$ cat config.mk
export PLATFORM = sky130hd
export DESIGN_NAME = fp_comm_scoreboard
export DESIGN_NICKNAME = d
export VERILOG_FILES = /design/src/rtl/fp_comm_scoreboard.sv
export SDC_FILE = /design/constraint.sdc
export NUM_CORES = 1
export LEC_CHECK = 0
export BUFFER_PORTS_ARGS = -buffer_cell sky130_fd_sc_hd__buf_2
export CORE_MARGIN = 3
export CORE_UTILIZATION = 40
export CTS_CLUSTER_DIAMETER = 30
export DETAILED_ROUTE_END_ITERATION = 6
export GPL_TIMING_DRIVEN = 0
export PLACE_DENSITY = 0.59
export RECOVER_POWER = 25
export SETUP_SLACK_MARGIN = 0.02
export SLEW_MARGIN = 20
export SYNTH_ARGS = -nofsm -noshare
export SYNTH_HDL_FRONTEND = slang
export SYNTH_SLANG_ARGS = --single-unit
$ cat constraint.sdc
create_clock -name clk -period 4.3 [get_ports clk]
set_input_delay 0.43 -clock clk [delete_from_list [all_inputs] [get_ports clk]]
set_output_delay 0.43 -clock clk [all_outputs]
set_load 0.05 [all_outputs]
$ cat src/rtl/fp_comm_scoreboard.sv
// Commutativity scoreboard: buffers op(a,b) / op(b,a) result streams and compares them pairwise.
// Optional FP_COMM_NAN_EQ_EN: any two NaN words compare equal (flags still compared).
module fp_comm_scoreboard #(
   parameter int EXP_W       = 8,
   parameter int MAN_W       = 23,
   parameter int DEPTH       = 4,
   parameter int CNT_W       = 16,
   parameter int TIMEOUT     = 64,
   parameter int STOP_ON_ERR = 1
) (
   input  logic                   clk,
   input  logic                   rst_n,
   input  logic                   en,
   input  logic                   clr,
   input  logic                   a_valid,
   input  logic [EXP_W+MAN_W:0]   a_result,
   input  logic [1:0]             a_flags,
   input  logic                   b_valid,
   input  logic [EXP_W+MAN_W:0]   b_result,
   input  logic [1:0]             b_flags,
   output logic                   mismatch,
   output logic                   err_sticky,
   output logic                   ovf_sticky,
   output logic                   tmo_sticky,
   output logic [CNT_W-1:0]       pair_count,
   output logic [CNT_W-1:0]       mis_count,
   output logic [CNT_W-1:0]       first_mis_idx,
   output logic [1:0]             state
);
   // state  | meaning
   // IDLE   | waiting for en, inputs ignored
   // RUN    | pushing, popping and comparing
   // HALT   | frozen after mismatch (STOP_ON_ERR), overflow or timeout; only clr/reset exits

   localparam int W  = 1 + EXP_W + MAN_W;
   localparam int E  = W + 2;
   localparam int AW = $clog2(DEPTH);
   localparam int TW = $clog2(TIMEOUT + 1);

   typedef enum logic [1:0] {S_IDLE = 2'b00, S_RUN = 2'b01, S_HALT = 2'b10} state_t;
   state_t state_q, state_d;

   logic [E-1:0]  mem_a [DEPTH];
   logic [E-1:0]  mem_b [DEPTH];
   logic [AW:0]   wr_a, rd_a, wr_b, rd_b;
   logic [TW-1:0] tmo_cnt;
   logic [E-1:0]  head_a, head_b;
   logic          empty_a, empty_b, full_a, full_b;
   logic          run, pop, push_a, push_b, drop_a, drop_b;
   logic          tmo_inc, tmo_hit, pair_eq, mis_evt;

   function automatic logic words_eq(input logic [W-1:0] x, input logic [W-1:0] y);
`ifdef FP_COMM_NAN_EQ_EN
      logic x_nan, y_nan;
      x_nan = (&x[W-2 -: EXP_W]) && (|x[MAN_W-1:0]);
      y_nan = (&y[W-2 -: EXP_W]) && (|y[MAN_W-1:0]);
      return (x == y) || (x_nan && y_nan);
`else
      return x == y;
`endif
   endfunction

   assign empty_a = (wr_a == rd_a);
   assign empty_b = (wr_b == rd_b);
   assign full_a  = (wr_a[AW] != rd_a[AW]) && (wr_a[AW-1:0] == rd_a[AW-1:0]);
   assign full_b  = (wr_b[AW] != rd_b[AW]) && (wr_b[AW-1:0] == rd_b[AW-1:0]);
   assign head_a  = mem_a[rd_a[AW-1:0]];
   assign head_b  = mem_b[rd_b[AW-1:0]];
   assign state   = state_q;

   always_ff @(posedge clk or negedge rst_n) begin
      if (!rst_n) state_q <= S_IDLE;
      else        state_q <= state_d;
   end

   always_comb begin
      state_d = state_q;
      if (clr) begin
         state_d = S_IDLE;
      end else begin
         case (state_q)
            S_IDLE: if (en) state_d = S_RUN;
            S_RUN:  if (drop_a || drop_b || tmo_hit || (mis_evt && STOP_ON_ERR != 0))
                       state_d = S_HALT;
            S_HALT: state_d = S_HALT;
            default: state_d = S_IDLE;
         endcase
      end
   end

   // A full FIFO still accepts a push when its head is leaving in the same cycle.
   always_comb begin
      run     = (state_q == S_RUN) && !clr;
      pop     = run && !empty_a && !empty_b;
      push_a  = run && a_valid && (!full_a || pop);
      push_b  = run && b_valid && (!full_b || pop);
      drop_a  = run && a_valid && full_a && !pop;
      drop_b  = run && b_valid && full_b && !pop;
      tmo_inc = run && (empty_a ^ empty_b) && !pop;
      tmo_hit = tmo_inc && (tmo_cnt == TW'(TIMEOUT - 1));
      pair_eq = words_eq(head_a[E-1:2], head_b[E-1:2]) && (head_a[1:0] == head_b[1:0]);
      mis_evt = pop && !pair_eq;
   end

   always_ff @(posedge clk) begin
      if (push_a) mem_a[wr_a[AW-1:0]] <= {a_result, a_flags};
      if (push_b) mem_b[wr_b[AW-1:0]] <= {b_result, b_flags};
   end

   always_ff @(posedge clk or negedge rst_n) begin
      if (!rst_n) begin
         wr_a          <= '0;
         rd_a          <= '0;
         wr_b          <= '0;
         rd_b          <= '0;
         tmo_cnt       <= '0;
         mismatch      <= 1'b0;
         err_sticky    <= 1'b0;
         ovf_sticky    <= 1'b0;
         tmo_sticky    <= 1'b0;
         pair_count    <= '0;
         mis_count     <= '0;
         first_mis_idx <= '0;
      end else if (clr) begin
         wr_a          <= '0;
         rd_a          <= '0;
         wr_b          <= '0;
         rd_b          <= '0;
         tmo_cnt       <= '0;
         mismatch      <= 1'b0;
         err_sticky    <= 1'b0;
         ovf_sticky    <= 1'b0;
         tmo_sticky    <= 1'b0;
         pair_count    <= '0;
         mis_count     <= '0;
         first_mis_idx <= '0;
      end else begin
         mismatch <= mis_evt;
         if (push_a) wr_a <= wr_a + (AW+1)'(1);
         if (push_b) wr_b <= wr_b + (AW+1)'(1);
         if (pop) begin
            rd_a <= rd_a + (AW+1)'(1);
            rd_b <= rd_b + (AW+1)'(1);
            if (pair_count != '1) pair_count <= pair_count + CNT_W'(1);
         end
         if (mis_evt) begin
            err_sticky <= 1'b1;
            if (mis_count != '1) mis_count <= mis_count + CNT_W'(1);
            if (!err_sticky) first_mis_idx <= pair_count;
         end
         if (drop_a || drop_b) ovf_sticky <= 1'b1;
         if (tmo_hit) tmo_sticky <= 1'b1;
         if (run) begin
            if (pop || (empty_a && empty_b)) tmo_cnt <= '0;
            else if (tmo_inc)                tmo_cnt <= tmo_cnt + TW'(1);
         end
      end
   end

endmodule
==> impl_results.md, run 1 <==
* Clock net sink count at 345
* Overall power at ~0.01 W
* Number of antenna violations at the first check in global routing at 5
* Area grow syn2layout at 28.3%
* Library cells used by synthesis at 54
* Fin util at 52.4%
* WHS Endpoint: mem_a[3][17]
* Mux cell area share after synthesis at 12.9%
* Final std cells w/o fill at around 1,500
* Post-Synthesis Net Count at a little under 900
* Async SR Flop Fraction at a little over a fifth
* Worst-margin pin slew at ~0.65 ns
* Mapped Avg Cell Area at 17.9 sq um
* Synth Instances at 793
* Worst slack on hold paths at 0.0834 ns
* Die W at about 200 microns
* Status: completed
* Maximum vdd drop at around 360 uV
* Synth Area in XOR/XNOR at about 3.7%
* Cells after DPL at 1,384
* Simple-Gate Fraction of Synth Area at slightly below 7%
* Worst rel slew slack at 56.3%
* Core Region at 34,700 sq um
* Top cell type's share of synthesized area at 57.6%
* Cell row count at 68
* Die Y at 194 microns
* CTS H-Tree Depth at 3
* Nets at between 1,000 and 1,500
* Synth Area in Compound Gates at 2.95%
* Via density at 5.13
* Max-slew violations at 0
* CP required at ~4.7 ns
* DRC at 0
* Final setup violation count at 0
* Post-synthesis adder-cell area fraction at under 10%
* Clock-pin slew on the worst setup and hold paths at 0.04 ns
* Power Dens Cells at 550 nW/um^2
* Number of global-route vias before repair at a little over 8,000
* Initial DRC count at 442
* R2r startpoint: rd_b[0]
* Post-synth top area cell: edfxtp_1
* Max clock buf depth at 3
* Leakage at 6.66 nW
* Hold_sp: a_result[15]
* Routability-driven placement congestion ratio at 0.792
* Sequential area share after synthesis at 70.5%
* Syn. warnings at 0
* Max-Cap Viols at 0
* Initial core utilization at 40.8%
* Largest family of logic cells by synthesized area: multiplexers
* First-pass DRT Iterations at 5
* Setup Skew at 0.0345 ns
* Number of synthesized flops with an enable pin at 272
* Final ANT Viol Nets at 0
* Critical path type: register to register
* First-pass GRT wire length at 48.9 mm
* Synth area leaders: edfxtp_1, dfrtp_1, mux4_2, xor2_1, ha_1
* Dominant synthesized flop cell: edfxtp_1
* CP startpoint kind: register
* CTS tree: yes
* Critical path startpoint: rd_b[0]
* Largest stage delay, worst path at around 0.60 ns
* RSZ-0062 raised after global routing: false
* Crit path time final at 3.90 ns
* Largest net degree at the start of global routing at 48
* Via count of the routed design at between 7,000 and 8,000
* DP HPWL at slightly above 20 mm
* I/O Buffers at 127
* HP Class: input port to register
* Clock Latency Late Sink at 0.58 ns
* Reg2Reg Setup Slack at 0.40 ns
* Worst path slowest cell: mux4_2
* Final period utilization at 90.8%
* Gr usage total at between 15 and 20%
* Share of cells above drive strength 1 at 31.2%
* Fmax at around 260 MHz
* RR Endpoint: first_mis_idx[10]
* # IOs at 128
* Hold Crit Depth at 1
* R2r worst-path depth at 11
* TNS Setup at 0 ns
* Post CTS Setup Buffer Count at 0
* Grt ovf at 0
* CP arrival at approximately 4.3 ns
* Clock root buffer master: clkbuf_16
* Max FO, Critical Path at 10
* Number of synthesized register bits at around 350
* Most common cell on crit path: buf_2
* TritonCTS Buffers at 75
* Hold Vio Cnt, Final at 0
* Syn Std Cell Area at 14,200 sq um
* Final wirelength at 31.1 mm
* Routed WL per cell at roughly 20 microns
* Setup crit end kind: register
* Crit path cell chain: buf_6, buf_2, mux4_2, xor2_1, nor4_1, nand4_1, or3_1, buf_2, nand3_4, buf_8, mux2_4
* Die area at 37,700 sq um
-- power breakdown --
| group | internal [W] | switching, W | total, W | leakage (nW) |
|---|---|---|---|---|
| combinational | 0.000173 | 0.000304 | 0.000477 | 1.95 |
| clock | 0.00398 | 0.00180 | 0.00578 | 1.25 |
| sequential | 0.00370 | 0.0000332 | 0.00374 | 3.47 |
| total | 0.00786 | 0.00214 | 0.0100 | 6.66 |
-- worst max-delay path by stage --
stage | end | slack (ns) | cells past startpoint
after detailed placement | first_mis_idx[13] | 0.10 | 11
after global placement | first_mis_idx[10] | 0.1 | 11
after global routing | first_mis_idx[10] | 0.18 | 11
after floorplan | first_mis_idx[7] | 1.29 | 11
after CTS | first_mis_idx[10] | 0.08 | 11
final | first_mis_idx[10] | 0.40 | 11
-- worst max-delay path, delay by kind of cell, from the launching register on --
| kind | cells | cell delay [ns] |
|---|---|---|
| DFF | 1 | 0.36 |
| and+or+nand+nor | 4 | 1.37 |
| xor gates and xnor gates | 1 | 0.18 |
| buffers and inverters | 4 | 0.95 |
| muxes | 2 | 0.91 |
-- metrics by stage --
| step | instance area (sq um) | setup WS, ns |
|---|---|---|
| floorplan | 14200 | 1.29 |
| global placement | 15400 | 0.0984 |
| detailed placement | 15600 | 0.103 |
| CTS | 18200 | 0.0813 |
| global route | 18200 | 0.185 |
| finish | 18200 | 0.397 |
-- final cells by class --
class	instances	area, sq um
antenna	1	2.50
buffer	30	204
clock buffer	86	1990
clock inverter	52	617
fill	2825	16500
inverter	13	48.8
multi-input combinational	405	3940
sequential	345	9990
tap	455	569
timing repair buffer	137	807
-- routing by layer --
metal,vias up,track usage [%],routed length [microns]
met5,-,0,69
met4,10,5.27,606
met3,64,5.16,2120
met2,248,27.1,15000
met1,3915,22.3,13400
li1,3588,-,-
-- cells in the final DEF (no fill, tap or decap), types with 5 or more instances in the layout --
cell type	synthesis	final
dfrtp_1	73	73
nor4_1	16	16
a21oi_1	9	9
clkbuf_16	0	77
mux2_2	12	12
and3_1	8	8
edfxtp_1	272	272
nand3_1	13	13
nand2_1	29	29
or2_2	5	5
xor2_1	43	43
mux4_2	68	68
nor2_1	39	39
or3_1	6	6
o21ai_0	15	15
and2_2	0	8
xnor2_1	17	17
buf_12	2	5
buf_16	0	6
bufinv_16	0	11
inv_1	13	13
clkinv_2	0	11
clkinv_1	0	9
clkbuf_1	15	70
nor2b_1	20	20
nor3_1	8	7
nand4_1	8	8
clkinvlp_4	0	10
mux2_4	9	9
ha_1	16	16
clkinv_4	0	7
buf_2	7	80
-- registers in the layout, summed over array words and instances, names as in the netlist --
register / flops
ovf_sticky: 1
first_mis_idx: 16
tmo_cnt: 7
rd_b: 3
mismatch: 1
mis_count: 16
mem_b: 136
wr_b: 3
pair_count: 16
err_sticky: 1
wr_a: 3
tmo_sticky: 1
state: 2
mem_a: 136
rd_a: 3
-- what timing repair did --
action	in CTS	in global routing
endpoints found under the setup margin	0	12
hold buffers	1	0
gates resized for setup	0	10
hold endpoints to repair	26	0
-- synthesized netlist by cell type (3+ instances only) --
library cell	number
a21oi_1	9
a22o_1	3
and2_1	10
and3_1	8
and4_1	4
buf_2	7
buf_6	4
clkbuf_1	15
dfrtp_1	73
edfxtp_1	272
ha_1	16
inv_1	13
mux2_2	12
mux2_4	9
mux2i_1	3
mux4_2	68
nand2_1	29
nand3_1	13
nand4_1	8
nor2_1	39
nor2b_1	20
nor3_1	8
nor3b_1	3
nor4_1	16
o21a_1	3
o21ai_0	15
o31a_1	4
o31ai_1	4
o41ai_1	3
or2_2	5
or3_1	6
xnor2_1	17
xor2_1	43
-- logic make-up after synthesis --
kind of cell | after synthesis
mux | 92
xor+xnor | 60
compound gates | 61
flops | 345
simple gates | 176
fa+ha+maj | 16
buf+inv | 43
No activity file was read; power rests on OpenSTA's default activity.
==> inputs of run 2 (changes only) <==
- CORE_UTILIZATION: 40 -> 55
- PLACE_DENSITY: 0.59 -> 0.77
==> run 2 against run 1 <==
  * Non-clock buffer count unchanged
  * Largest power group unchanged
  * Sequential share of layout area increased by 1.6 points
  * Routed wire length increased by 3.0%
  * Die area decreased by 26%
  * Maximum frequency decreased by 3.9%
  * Clock-buffer cell count decreased by 10
  * Highest routed layer unchanged
  * Critical path type unchanged
==> impl_results.md, run 2 (same netlist as run 1, synthesis figures left out) <==
* DRC at 0 (unchanged)
* Number of global-route vias before repair at 8,727 (was 8,210)
* # IOs at 128 (unchanged)
* CP required at 4.71 ns (was 4.74 ns)
* Clock Latency Late Sink at 0.55 ns (was 0.58 ns)
* Area grow syn2layout at 24.5% (was 28.3%)
* Via count of the routed design at 8,141 (was 7,825)
* Final ANT Viol Nets at 0 (unchanged)
* Final worst setup slack at 0.238 ns (was 0.397 ns)
* CTS H-Tree Depth at 3 (unchanged)
* Status: completed (unchanged)
* Hold Crit Depth at 1 (unchanged)
* Final wirelength at 32.1 mm (was 31.1 mm)
* Final period utilization at 94.5% (was 90.8%)
* Core Region at 25,300 sq um (was 34,700 sq um)
* Final Instance Area at 17,600 sq um (was 18,200 sq um)
* Setup Skew at 0.0233 ns (was 0.0345 ns)
* CP arrival at 4.48 ns (was 4.34 ns)
* Most common cell after layout, fill and taps aside: edfxtp_1 (unchanged)
* HP Class: input port to register (unchanged)
* Max FO, Critical Path at 10 (unchanged)
* Hold_sp: b_result[21] (was a_result[15])
* Reg power frac at 39.9% (was 37.4%)
* Gr usage total at 23.4% (was 16.9%)
* Cells after DPL at 1,259 (was 1,384)
* Largest net degree at the start of global routing at 44 (was 48)
* Worst-margin pin slew at 0.832 ns (was 0.647 ns)
* Max clock buf depth at 3 (unchanged)
* Fmax at 246 MHz (was 256 MHz)
* Clock-pin slew on the worst setup and hold paths at 0.05 ns (was 0.04 ns)
* Dpl cell area at 15,400 sq um (was 15,600 sq um)
* P_int at 0.00730 W (was 0.00786 W)
* R2r worst-path depth at 11 (unchanged)
* First-pass GRT wire length at 50.0 mm (was 48.9 mm)
* Initial core utilization at 56.1% (was 40.8%)
* Max-Cap Viols at 0 (unchanged)
* Setup crit end kind: register (unchanged)
* Clock Power Share at 54.9% (was 57.8%)
* Switching Share at 22.1% (was 21.4%)
* Post CTS Setup Buffer Count at 0 (unchanged)
* Commonest cells after routing, fill and taps aside: edfxtp_1, buf_2, dfrtp_1, clkbuf_1, mux4_2 (was edfxtp_1, buf_2, clkbuf_16, dfrtp_1, clkbuf_1)
* Final std cells w/o fill at 1,382 (was 1,524)
* Nets at 1,088 (was 1,097)
* Critical path type: register to register (unchanged)
* TNS Setup at 0 ns (unchanged)
* Final setup violation count at 0 (unchanged)
* Routed WL per cell at 23.2 microns (was 20.4 microns)
* Hold Vio Cnt, Final at 0 (unchanged)
* CTS tree: yes (unchanged)
* Worst slack on hold paths at 0.108 ns (was 0.0834 ns)
* Reg2Reg Setup Slack at 0.24 ns (was 0.40 ns)
* Clock root buffer master: clkbuf_16 (unchanged)
* TritonCTS Buffers at 66 (was 75)
* Switching power at 0.00207 W (was 0.00214 W)
* Share of cells above drive strength 1 at 30.1% (was 31.2%)
* I/O Buffers at 127 (unchanged)
* WHS Endpoint: mem_b[0][23] (was mem_a[3][17])
* Cell row count at 58 (was 68)
* CP startpoint kind: register (unchanged)
* Combinational power share at 5.2% (was 4.8%)
* Power Dens Cells at 531 nW/um^2 (was 550 nW/um^2)
* Leakage at 6.50 nW (was 6.66 nW)
* Clock net sink count at 345 (unchanged)
* Die W at 167 microns (was 194 microns)
* Routability-driven placement congestion ratio at 0.837 (was 0.792)
* DP HPWL at 19.5 mm (was 20.5 mm)
* Crit path time final at 4.06 ns (was 3.90 ns)
* First-pass DRT Iterations at 5 (unchanged)
* Grt ovf at 0 (unchanged)
* RSZ-0062 raised after global routing: false (unchanged)
* Fill cells at 1,609 (was 2,825)
* Maximum vdd drop at 491 uV (was 356 uV)
* Initial DRC count at 759 (was 442)
* Number of antenna violations at the first check in global routing at 5 (unchanged)
* Die area at 27,700 sq um (was 37,700 sq um)
* Max-slew violations at 0 (unchanged)
* Worst rel slew slack at 44.1% (was 56.3%)
* RR Endpoint: first_mis_idx[7] (was first_mis_idx[10])
* Die Y at 167 microns (was 194 microns)
* Via density at 5.89 (was 5.13)
* R2r startpoint: rd_a[1] (was rd_b[0])
* DP Worst Slack at 0.190 ns (was 0.103 ns)
[run 2: cell count changes in the layout (fill, tap and decap cells not counted), moves of 2 or more]
cell,before,now
buf_16,6,4
clkinv_1,9,7
clkinv_2,11,8
clkinv_4,7,3
inv_6,1,12
buf_12,5,7
clkbuf_16,77,67
clkinvlp_4,10,5
bufinv_16,11,8
[run 2: routing by layer]
metal  wire length [microns]  up-vias  part of all wire (%)  GRT usage, %
met5                      53        -                  0.17             0
met4                    1070        8                   3.3          10.0
met3                    2260       90                   7.1          5.82
met2                   16100      365                    50          38.9
met1                   12600     4107                    39          29.8
li1                        -     3571                     -             -
[run 2: worst max-delay path by stage]
stage,start,to,depth (start not counted)
final,rd_a[1],first_mis_idx[7],11
after floorplan,rd_b[0],first_mis_idx[7],11
after global routing,rd_b[1],first_mis_idx[7],11
after CTS,rd_a[1],first_mis_idx[7],11
after global placement,rd_b[1],mem_a[1][10],6
after detailed placement,rd_a[1],first_mis_idx[13],11
[run 2: final cells by class]
class	instances	area [sq um]	share of cell area, %
clock inverter	45	508	2.88
multi-input combinational	405	3940	22.3
antenna	1	2.50	0.0142
clock buffer	76	1750	9.92
timing repair buffer	137	791	4.48
buffer	30	203	1.15
tap	330	413	2.34
inverter	13	48.8	0.276
sequential	345	9990	56.6
[run 2: power by group through the flow]
stage / Sequential (W) / Combinational, W / Clock, W
after floorplan: 0.00383 / 0.000244 / 0
after global placement: 0.00379 / 0.000446 / 0
after detailed placement: 0.00379 / 0.000482 / 0
after CTS: 0.00374 / 0.000494 / 0.00521
after global routing: 0.00374 / 0.000528 / 0.00536
final: 0.00374 / 0.000486 / 0.00515
[run 2: metrics by stage]
stage	total power, W	utilization (%)
floorplan	0.00408	-
global placement	0.00424	60.3
detailed placement	0.00427	61.1
CTS	0.00943	70.1
global route	0.00962	69.9
finish	0.00937	69.9
[run 2: timing repair]
action                                  in CTS  in global routing
gates resized for setup                      0                  7
hold buffers                                 1                  0
endpoints found under the setup margin       0                 23
hold endpoints to repair                    30                  0
[run 2: worst max-delay path, stage by stage (launching register included)]
cell	delay, ns
dfrtp_1	0.34
buf_2	0.27
clkbuf_2	0.37
mux4_2	0.43
xor2_1	0.19
nor4_1	0.59
nand4_1	0.45
or3_1	0.42
buf_2	0.18
nand3_4	0.17
buf_8	0.19
mux2_4	0.31
